## config.mk

```make
export PLATFORM = sky130hd
export DESIGN_NAME = sub16_serial
export DESIGN_NICKNAME = d
export VERILOG_FILES = /design/src/rtl/sub16_pkg.sv /design/src/rtl/full_sub.sv /design/src/rtl/sub16_serial.sv
export SDC_FILE = /design/constraint.sdc
export NUM_CORES = 1
export LEC_CHECK = 0
export CAP_MARGIN = 25
export CORE_UTILIZATION = 40
export DETAILED_ROUTE_END_ITERATION = 16
export PLACE_DENSITY = 0.73
export REMOVE_ABC_BUFFERS = 1
export SLEW_MARGIN = 0
export SYNTH_ARGS = -nofsm -noshare
export SYNTH_HDL_FRONTEND = slang
export SYNTH_SLANG_ARGS = --single-unit
```

## constraint.sdc

```tcl
create_clock -name clk -period 2.3 [get_ports clk]
set_input_delay 0.69 -clock clk [delete_from_list [all_inputs] [get_ports clk]]
set_output_delay 0.69 -clock clk [all_outputs]
set_load 0.05 [all_outputs]
```

## src/rtl/sub16_pkg.sv

```systemverilog
// Shared constants and FSM state type for the bit-serial subtractor.
// Combinational definitions only; no latency and no flow control.
package sub16_pkg;

    localparam int unsigned SUB_WIDTH = 16;

    function automatic int unsigned cnt_w(input int unsigned w);
        return $clog2(w) + 1;
    endfunction

    localparam int unsigned CNT_W = cnt_w(SUB_WIDTH);

    typedef enum logic [1:0] {
        IDLE = 2'd0,
        RUN  = 2'd1,
        DONE = 2'd2
    } state_t;

endpackage

```

## src/rtl/full_sub.sv

```systemverilog
// One-bit full subtractor: d = a - b - bin.
// Purely combinational, zero latency, no flow control.
module full_sub (
    input  logic a,
    input  logic b,
    input  logic bin,
    output logic d,
    output logic bout
);

    assign d    = a ^ b ^ bin;
    assign bout = (~a & b) | (~(a ^ b) & bin);

endmodule

```

## src/rtl/sub16_serial.sv

```systemverilog
// Bit-serial X - Y, LSB first, one bit per clock through a single full_sub.
// Latency WIDTH+1 cycles from accepted start to done; start is ignored while busy.
module sub16_serial
    import sub16_pkg::*;
#(
    parameter int WIDTH = SUB_WIDTH
) (
    input  logic             clk,
    input  logic             rst_n,
    input  logic             start,
    input  logic [WIDTH-1:0] X,
    input  logic [WIDTH-1:0] Y,
    output logic             busy,
    output logic             done,
    output logic [WIDTH-1:0] d,
    output logic             b,
    output logic             v,
    output logic             z
);

    localparam int CW = cnt_w(WIDTH);

    state_t           r_state;
    state_t           w_next;
    logic             r_arm;
    logic [WIDTH-1:0] r_x;
    logic [WIDTH-1:0] r_y;
    logic [WIDTH-2:0] r_dsh;
    logic [CW-1:0]    r_cnt;
    logic             r_bin;

    logic             w_accept;
    logic             w_last;
    logic             w_d;
    logic             w_bout;
    logic [WIDTH-1:0] w_dfull;

    // r_arm stays low for the first edge after reset release so a start there is dropped.
    always_ff @(posedge clk or negedge rst_n) begin
        if (!rst_n) begin
            r_arm <= 1'b0;
        end else begin
            r_arm <= 1'b1;
        end
    end

    assign w_accept = r_arm && start && (r_state != RUN);
    assign w_last   = (r_state == RUN) && (r_cnt == CW'(WIDTH - 1));
    assign w_dfull  = {w_d, r_dsh};
    assign busy     = (r_state == RUN);
    assign done     = (r_state == DONE);

    full_sub u_full_sub (
        .a    (r_x[0]),
        .b    (r_y[0]),
        .bin  (r_bin),
        .d    (w_d),
        .bout (w_bout)
    );

    always_ff @(posedge clk or negedge rst_n) begin
        if (!rst_n) begin
            r_state <= IDLE;
        end else begin
            r_state <= w_next;
        end
    end

    always_comb begin
        w_next = r_state;
        case (r_state)
            IDLE:    if (w_accept) w_next = RUN;
            RUN:     if (w_last) w_next = DONE;
            DONE:    w_next = w_accept ? RUN : IDLE;
            default: w_next = IDLE;
        endcase
    end

    always_ff @(posedge clk or negedge rst_n) begin
        if (!rst_n) begin
            r_x   <= '0;
            r_y   <= '0;
            r_dsh <= '0;
            r_cnt <= '0;
            r_bin <= 1'b0;
            d     <= '0;
            b     <= 1'b0;
            v     <= 1'b0;
            z     <= 1'b1;
        end else if (w_accept) begin
            r_x   <= X;
            r_y   <= Y;
            r_cnt <= '0;
            r_bin <= 1'b0;
        end else if (r_state == RUN) begin
            r_x   <= r_x >> 1;
            r_y   <= r_y >> 1;
            r_dsh <= w_dfull[WIDTH-1:1];
            r_bin <= w_bout;
            r_cnt <= r_cnt + CW'(1);
            // On the last bit r_x[0]/r_y[0] are the operand MSBs.
            if (w_last) begin
                d <= w_dfull;
                b <= w_bout;
                v <= (r_x[0] != r_y[0]) && (w_d != r_x[0]);
                z <= (w_dfull == '0);
            end
        end
    end

endmodule

```

Yosys cells after proc, flatten, opt, wreduce, memory -nomap -nowiden
Index checks and enable logic that the tools add are counted.
W data, S select, Z words.
{"block": "classes", "bitwise": 8, "eq_ne": 8, "n_mux": 12, "reduce_logical": 10, "addsub": 1}
{"op": "$mux W16", "count": 4}
{"op": "$logic_not A16 Y1", "count": 1}
{"op": "$mux W5", "count": 2}
{"op": "$pmux W2 S3", "count": 1}
{"op": "$add A5 B1 Y5 const B", "count": 1}
{"op": "$eq A5 B4 Y1 const B", "count": 1}
{"op": "$logic_and A1 B1 Y1", "count": 4}
{"op": "$mux W2", "count": 2}
{"op": "$ne A2 B1 Y1 const B", "count": 2}
{"op": "$reduce_and A2 Y1", "count": 2}
{"op": "$mux W1", "count": 3}
{"op": "$not A1 Y1", "count": 3}
{"op": "$reduce_and A3 Y1", "count": 1}
{"op": "$and A1 B1 Y1", "count": 2}
{"op": "$eq A2 B1 Y1 const B", "count": 1}
{"op": "$eq A2 B2 Y1 const B", "count": 1}
{"op": "$logic_not A2 Y1", "count": 1}
{"op": "$ne A1 B1 Y1", "count": 2}
{"op": "$ne A2 B2 Y1 const B", "count": 1}
{"op": "$reduce_bool A2 Y1", "count": 1}
{"op": "$xor A1 B1 Y1", "count": 2}
{"op": "$or A1 B1 Y1", "count": 1}
{"block": "totals", "output_inout_bits": 21, "elab_cells": 50, "inputBits": 35, "register_bits": 75}

Longest topological paths before layout
Gate-level depths: netlist (run 1).
{"block": "logic_depth", "depth_word": 6, "depth_mapped": 7, "mapped_depth_nobuf": 6}

Cells and area by module
Synthesis (run 1) repeated with hierarchy kept, for this count alone.
{"block": "unflattened", "cells_unflattened": 291, "hier_area_um2": 3260.6}
{"mod": "sub16_serial", "seq_area_each_um2": 1878.1, "cells_per_inst": 287, "instances": 1, "area_each_um2": 3229.3}
{"mod": "full_sub", "seq_area_each_um2": 0.0, "cells_per_inst": 4, "instances": 1, "area_each_um2": 31.3}

Worst setup path before layout (run 1)
No wires, ideal clock.
{"block": "synth_path", "path_kind": "register to output", "from": "reg r_state[0]", "to": "out done", "required_time_ps": 1610, "n_path_buf": 0, "stages_incl_launch_ff": 2, "setup_slack_ps": 510, "arrival_time_ps": 1100, "path_cell_list": "dfrtp_1 nor2b_1"}
{"block": "synth_between", "elab_chain_len": 1}
{"element": "from (decl)", "line": "sub16_serial.sv:23", "text": "state_t r_state;"}
{"element": "from (signal assigned)", "line": "sub16_serial.sv:65", "text": "r_state <= w_next;"}
{"element": "$eq A2 B2 Y1", "line": "sub16_serial.sv:51", "text": "assign done = (r_state == DONE);"}
{"element": "to (decl)", "line": "sub16_serial.sv:14", "text": "output logic done,"}
No other way between the ends.

Worst setup path in the final report (run 1)
{"block": "layout_path", "from": "reg b", "to": "out b"}
{"element": "from (decl)", "line": "sub16_serial.sv:16", "text": "output logic b,"}
{"element": "from (signal assigned)", "line": "sub16_serial.sv:104", "text": "b <= w_bout;"}
No word-level cell between the ends.

==> results_dict.tcl, run 1 <==
set metrics [dict create \
    status "finished clean" \
    whs_ns 0.285 \
    grt_pass1_wl_um 10100 \
    timing.fmax_mhz 454 \
    drt-pass1-iter-count 4 \
    hold_path.class "input port to asynchronous set/reset pin" \
    vias 2193 \
    drc_errors 0 \
    critPathLaunchType "flop" \
    area_delta_synth_final_pct 28.7 \
    hold_viol 0 \
    cp_num_buf_inv 1 \
    clk_path_buf_depth 2 \
    synth_area_um2 3230 \
    cts.sinks 75 \
    cp_max_fo 2 \
    seq_area_frac_synth_pct 58.1 \
    grt_setup_unrepaired "no" \
    ctsResizeCount 0 \
    post_dp_cell_area_um2 3900 \
    drt_iter0_drc 67 \
    ir_worst_vdd_uv 694 \
    worstMarginPinSlew_ns 0.507 \
    crit_type "flop to output port" \
    avgSynthCellArea_um2 11.3 \
    cpPeakStageDelay_ns 0.82 \
    p_total_uw 4930 \
    wl_per_cell_um 12.8 \
    n_antenna_cell 0 \
    path_cells "clkdlybuf4s50_1" \
    antenna_left 0 \
    postLayoutCellArea_um2 4160 \
    netlist_instances 287 \
    slew_viol_final 0 \
    end_kind "output port" \
    final_util_pct 53.5 \
    nets 384 \
    critPathTopFamily "buffers and inverters" \
    slew_headroom_pct 66.1 \
    hold_buffers 0 \
    die_y_um 91.9 \
    power_density_nw_per_um2 1190 \
    grt_usage_pct 15.5 \
    core.rowCount 32 \
    overflow 0 \
    clock-skew-final_ns 0.00639 \
    crit_arrival_ns 1.51 \
    die_w_um 91.9 \
    clkLatencyLatePin_ns 0.34 \
    place_hpwl_um 4030 \
    cp_slowest_cell "clkdlybuf4s50_1" \
    cts_tree "done" \
    port_buffers 55 \
    cts_max_level 3 \
    fillers 692 \
    period_needed_ns 2.20 \
    maxCapViolations 0 \
    initial_utilization_pct 41.6 \
    clk_pin_slew_worst_paths_ns 0.07 \
    synth_warnings 0 \
    synth_seq_cells 75 \
    drive_above_1_share_pct 12.9 \
    cts_root_buffer "clkbuf_8" \
    core_um2 7770 \
    yosys.cell_types.count 35 \
    cp.required_ns 1.61 \
    final.period_utilization_pct 95.8 \
    wl_um 5780 \
    grt_max_degree 58 \
    p_leak_uw 0.00206 \
    pin_count 56 \
    die-area_um2 8440 \
    viasPerCell 4.85 \
    setup_tns_ns 0 \
    cts_made_buffers 9 \
    cts_setup_buffers 0 \
    setup-violations-final 0 \
    grt_antenna_before_repair 0 \
    grt_pass1_vias 2155 \
    gp_congestion 0.729 \
]
[cell type report]
type	instances	area [µm²]	share of cell area, %
timing repair buffer	63	638	15.3
multi-input combinational	192	1240	29.8
inverter	4	15.0	0.361
sequential	75	1880	45.2
clock inverter	4	95.1	2.29
clock buffer	12	165	3.97
tap	102	128	3.07
[cell families after synthesis]
logic type	count (synthesis)	share of synthesized area [%]
flops	75	58.1
xor+xnor	2	0.542
fa+ha+maj	4	1.78
buf+inv	20	3.52
mux	48	16.7
compound gates	42	7.09
other cells	1	0.116
simple gates	95	12.1
[power by group]
| part | switching [µW] | total (µW) | internal, µW |
|---|---|---|---|
| registers | 299 | 2060 | 1760 |
| logic | 932 | 1600 | 667 |
| clock network | 461 | 1270 | 808 |
[through the flow]
stage | instances | setup slack [ns]
final | 452 | 0.0964
after global routing | 452 | 0.0338
after floorplan | 271 | -0.00546
after detailed placement | 436 | 0.216
after global placement | 436 | 0.259
after CTS | 452 | 0.0700
[state kept, by name, summed over array words and instances (netlist names)]
signal,cells
r_dsh,15
d,16
r_cnt,5
v,1
b,1
r_y,16
r_x,16
r_state,2
r_bin,1
z,1
r_arm,1
[cell usage after synthesis (all sizes together)]
| cell type | instances | area (µm²) |
|---|---|---|
| nor4b | 1 | 8.76 |
| a21oi | 2 | 10.0 |
| o31ai | 1 | 7.51 |
| o2bb2ai | 1 | 8.76 |
| dfstp | 1 | 26.3 |
| ha | 3 | 37.5 |
| xnor2 | 1 | 8.76 |
| mux2 | 17 | 229 |
| o22ai | 1 | 6.26 |
| nand3 | 2 | 10.0 |
| nand3b | 1 | 11.3 |
| nor2b | 1 | 6.26 |
| conb | 1 | 3.75 |
| nand4 | 1 | 6.26 |
| o21ai | 34 | 170 |
| and3 | 1 | 6.26 |
| nor2 | 1 | 3.75 |
| inv | 4 | 15.0 |
| and2 | 1 | 6.26 |
| buf | 12 | 81.3 |
| nor4 | 3 | 18.8 |
| nand2 | 82 | 308 |
| fa | 1 | 20.0 |
| xor2 | 1 | 8.76 |
| clkbuf | 4 | 17.5 |
| nand2b | 1 | 6.26 |
| dfrtp | 74 | 1850 |
| mux2i | 31 | 310 |
| a22o | 3 | 26.3 |
[cells in the final DEF (no fill, tap or decap), types with 2 or more instances in the layout]
master	instances
mux2_1	3
bufinv_16	3
clkdlybuf4s50_1	51
dfrtp_1	74
mux2_2	4
inv_1	3
mux2_4	10
a21oi_1	2
a22o_1	3
buf_12	3
nor4_1	3
o21ai_0	34
ha_1	3
nand2_1	82
nand3_1	2
mux2i_1	31
buf_4	9
clkbuf_8	12
[routing by layer]
metal	GRT usage [%]	share of wire (%)	wire [µm]	up-vias
met5	0	0	0	-
met2	25.1	48	2760	49
met3	5.22	4.5	260	8
met1	20.1	47	2700	1054
met4	3.91	1.2	69	0
li1	-	-	-	1082
[worst paths after layout]
kind,startpoint,endpoint,slack [ns],cells past startpoint
worst max-delay path,b,b,0.1,1
worst min-delay path,rst_n,r_dsh[12],0.29,1
worst max register to register,r_cnt[0],d[0],0.48,6
worst min register to register,z,z,0.48,2
max in group asynchronous,rst_n,z,1.40,2
min in group clk,z,z,0.48,2
Note: power is estimated with default switching activity, not from simulation.
==> inputs of run 2 (changes only) <==
Settings changed: CTS_CLUSTER_DIAMETER set to 100, SLEW_MARGIN 0 to not set.
==> results of run 2 <==
The final DEF is identical to that of run 1; final timing and power are the same.
==> edit 1, RTL diff (settings of run 2) <==
The 3 states of `state_t` get a one-hot encoding in 3 bits.
--- a/src/rtl/sub16_pkg.sv
+++ b/src/rtl/sub16_pkg.sv
@@ -10,10 +10,10 @@
 
     localparam int unsigned CNT_W = cnt_w(SUB_WIDTH);
 
-    typedef enum logic [1:0] {
-        IDLE = 2'd0,
-        RUN  = 2'd1,
-        DONE = 2'd2
+    typedef enum logic [2:0] {
+        IDLE = 3'b001,
+        RUN  = 3'b010,
+        DONE = 3'b100
     } state_t;
 
 endpackage
Behaviour: no difference found for any inputs over 10 cycles, from zero or initial values and one cycle with rst_n low; not proved beyond that.
==> edit 1 against run 2 <==
Final area decreased by 0.57%; sequential cell count grew 1; setup slack got worse by 25 ps; hold slack lost 4.9 ps; synthesized area increased by 1.4%; synthesized cell count rose by 17%; routed wire length grew 9.3%; utilization fell by 0.58 points.
Power is not compared: it rests on default switching activity, and its combinational part moved more than twofold at a synthesized area within 25%.
==> edit 1: results (changes against run 2) <==
- Post-Synth XOR/XNOR Area: 0.535% (-0.0075 points)
- GRT Util Overall: 16.2% (+0.69 points)
- Nets: 429 (+12%)
- Routed length on met1: 2990 um (+11%)
- Post-DP Area: 0.00393 mm2 (+0.90%)
- Grt met3 use: 5.67% (+0.44 points)
- Worst reg2reg endpoint: r_cnt[2]
- Wire per inst: 12.7 um (-0.61%)
- Share of layout cells above drive strength 1: 12.7% (-0.20 points)
- WL met3: 355 um (+37%)
- GR Util met1: 22.2% (+2.1 points)
- Commonest cells post-synth: nand2_1, dfrtp_1, a31oi_1, nor2_1, mux2_2
- WHS: 280 ps (-4.93 ps)
- Synth Area in Compound Gates: 7.91% (+0.82 points)
- Post-synthesis cell type count: 32 (-8.6%)
- Met2 usage: 24.6% (-0.56 points)
- Adder-cell share of the synthesized area: 1.76% (-0.024 points)
- Routed vias/inst: 4.90 (+0.94%)
- Status: completed
- Drt first pass iters: 6 (+2)
- Clock skew: 6.94 ps (+0.553 ps)
- Worst EP arrival: 1540 ps (+30 ps)
- RR Startpoint: r_state[0]
- Vias in the first global route: 2321 (+7.7%)
- Top post-synthesis cells by area: dfrtp_1, nand2_1, a31oi_1
- Register area share after synthesis: 58.1% (about the same)
- First-pass GRT wire length: 10900 um (+7.1%)
- R2r setup slk: 380 ps (-100 ps)
- Gpl congestion: 0.732 (+0.44%)
==> edit 1: area by class of cell <==
class | count | area (um2)
Fill cell | 713 | 3670
Sequential cell | 76 | 1900
Multi-Input combinational cell | 234 | 1220
Timing Repair Buffer | 65 | 666
Clock buffer | 10 | 138
Tap cell | 102 | 128
Clock inverter | 6 | 63.8
Inverter | 4 | 15.0
==> edit 1: stage by stage <==
step / total power (W) / utilization (%) / cells / setup WS, ps
2_1_floorplan: 0.00209 / - / 314 / -1270
3_3_place_gp: 0.00228 / 50.4 / 481 / 292
3_5_place_dp: 0.00232 / 50.4 / 481 / 264
4_1_cts: 0.00335 / 52.9 / 497 / 53.4
5_1_grt: 0.00352 / 52.9 / 497 / 3.08
6_report: 0.00331 / 52.9 / 497 / 71.6
==> edit 1: worst max-delay path by stage <==
stage / cells past startpoint / to / slack [ps]
floorplan: 2 / busy / -1270
global placement: 5 / r_y[14] / 290
detailed placement: 5 / r_x[3] / 260
CTS: 3 / busy / 50
global route: 3 / busy / 3
finish: 1 / b / 70
==> edit 2, RTL diff (config.mk and constraints of run 2) <==
Without the edit above. `SUB_WIDTH`: 16 -> 24.
--- a/src/rtl/sub16_pkg.sv
+++ b/src/rtl/sub16_pkg.sv
@@ -2,7 +2,7 @@
 // Combinational definitions only; no latency and no flow control.
 package sub16_pkg;
 
-    localparam int unsigned SUB_WIDTH = 16;
+    localparam int unsigned SUB_WIDTH = 24;
 
     function automatic int unsigned cnt_w(input int unsigned w);
         return $clog2(w) + 1;
Ports: changed (resized X, Y and d); port bits go from 56 to 80. No check against the original RTL was run, so the function may have changed too.
==> edit 2 against run 2 <==
Sequential cell count increased by 33; final area grew 42%; combinational power shrank 88%; setup slack worse by 10 ps; synthesized area grew 45%; global-route usage rose by 0.90 points; maximum frequency is 0.45% lower; power shrank 27%; routed wire length increased by 61%; critical path type unchanged.
==> edit 2: results (changes against run 2) <==
- Status: completed
- Nets: 548 (+43%)
- Fillers: 1028 (+49%)
- Clock skew: 8.89 ps (+2.50 ps)
- R2r setup slk: 300 ps (-180 ps)
- IO buf count: 79 (+44%)
- Gpl congestion: 0.757 (+3.8%)
- Worst setup path start: d[15]
- Worst EP arrival: ~1500 ps
- Post-synthesis cell type count: 34 (-2.9%)
- Worst R2R Path Depth: 4 (-2)
- Final Instance Count excl. Fillers: 642 (+42%)
- Max incr delay on CP: approximately 810 ps
- Syn avg cell area: 11.1 um2 (-1.3%)
- Top post-synthesis cells by area: dfrtp_1, mux2i_1, nand2_1
- RR Startpoint: r_cnt[3]
- Worst-margin pin slew: 506 ps (-0.992 ps)
- CP max-delay cell: clkdlybuf4s50_1
- Commonest cells post-synth: nand2_1, dfrtp_1, o21ai_0, mux2i_1
- Antenna violations before repair: 0 (unchanged)
- Placed insts: 626 (+44%)
- Max VDD drop: 0.321 mV (-54%)
- GRT Util Overall: 16.4% (+0.90 points)
- Met2 WL post-DR: 4650 um (+69%)
- CTS clk-pin slew, worst paths: 70 ps (about the same)
- Synth Warn #: 0 (unchanged)
- Post CTS Setup Buffer Count: 0 (unchanged)
- Detailed router's first-iteration violation count: 143 (+110%)
- Num CTS Buffers: 9 (unchanged)
- Drt first pass iters: 6 (+2)
- Grt met3 use: 4.06% (-1.2 points)
- Routed vias/inst: 5.04 (+3.8%)
- GR Util met1: 20.3% (+0.24 points)
- Number of diodes: 0 (unchanged)
- Register area share after synthesis: 57.8% (-0.31 points)
- WL met3: 467 um (+80%)
- Post-DP Area: 0.00560 mm2 (+44%)
- Top FF cell, synth: dfrtp_1
- Largest regs: d: 24 flops, r_x: 24 flops, r_y: 24 flops
- Top Layer Used: met4
- Worst-Skew Late Latency: 340 ps (about the same)
- Crit Path Max Fanout: 2 (unchanged)
- Vias in the first global route: 3193 (+48%)
- Hold Crit Class: input pin to async pin
- Share of layout cells above drive strength 1: 12.4% (-0.43 points)
- DRC: 0 (unchanged)
- First-pass GRT wire length: 15400 um (+52%)
- Pin count of the biggest net entering global routing: 124 (+110%)
- H-tree depth: 3 (unchanged)
- Worst reg2reg endpoint: d[20]
- Met2 usage: 29.0% (+3.9 points)
- Final WL: 9310 um (+61%)
- Leak pwr: 2.97 nW (+44%)
- CTS resizes: 0 (unchanged)
- Clock root buffer: clkbuf_16
- Detailed Place HPWL: 6510 um (+62%)
- Clock Tree Buf Depth: 2 (unchanged)
- Routed length on met1: 4120 um (+53%)
- Post-synthesis async set-or-reset flop share: 100% (unchanged)
- Critical path's top delay family: buffers and inverters
[edit 2: kinds of logic (layout without fill, tap and decap cells)]
kind of cell | Yosys count | in the layout | synth area share, %
and+or+nand+nor | 143 | 143 | 12.4
DFF | 108 | 108 | 57.8
muxes | 75 | 75 | 18.2
AOI/OAI and AO/OA | 59 | 59 | 6.82
buffers and inverters | 30 | 108 | 3.29
adders and majority gates | 3 | 3 | 0.963
xor gates and xnor gates | 2 | 2 | 0.375
other | 1 | 1 | 0.0802
[edit 2: metrics by stage]
stage | setup TNS, ps | setup WS [ps] | power (W) | utilization (%) | hold WS, ps
global route | 0 | 50.6 | 0.00372 | 51.7 | 258
detailed placement | 0 | 226 | 0.00214 | 49.1 | 465
CTS | 0 | 79.2 | 0.00363 | 51.7 | 248
global placement | 0 | 286 | 0.00213 | 49.1 | 461
finish | 0 | 86.4 | 0.00359 | 51.7 | 244
floorplan | -81470 | -1320 | 0.00199 | - | 394
[edit 2: power by group]
group | total [W] | switching [W] | internal [W] | leakage (nW)
Sequential | 0.00190 | 0.000000562 | 0.00190 | 1.48
Clock | 0.00149 | 0.000687 | 0.000806 | 0.143
Combinational | 0.000197 | 0.0000836 | 0.000113 | 1.34
Total | 0.00359 | 0.000771 | 0.00282 | 2.97
[edit 2: area by class of cell]
cell class	instances	area (um2)	area share, %
Clock inverter	5	42.5	0.721
Tap cell	143	179	3.03
Inverter	5	20.0	0.339
Multi-Input combinational cell	283	1820	30.9
Timing Repair Buffer	87	881	14.9
Clock buffer	11	253	4.28
Sequential cell	108	2700	45.8
[edit 2: how the worst max path moves through the flow]
stage,endpoint,cells after the start
2_1_floorplan,r_cnt[3],4
6_report,d[15],1
3_3_place_gp,r_x[17],4
4_1_cts,d[15],1
3_5_place_dp,r_x[21],4
5_1_grt,d[0],1
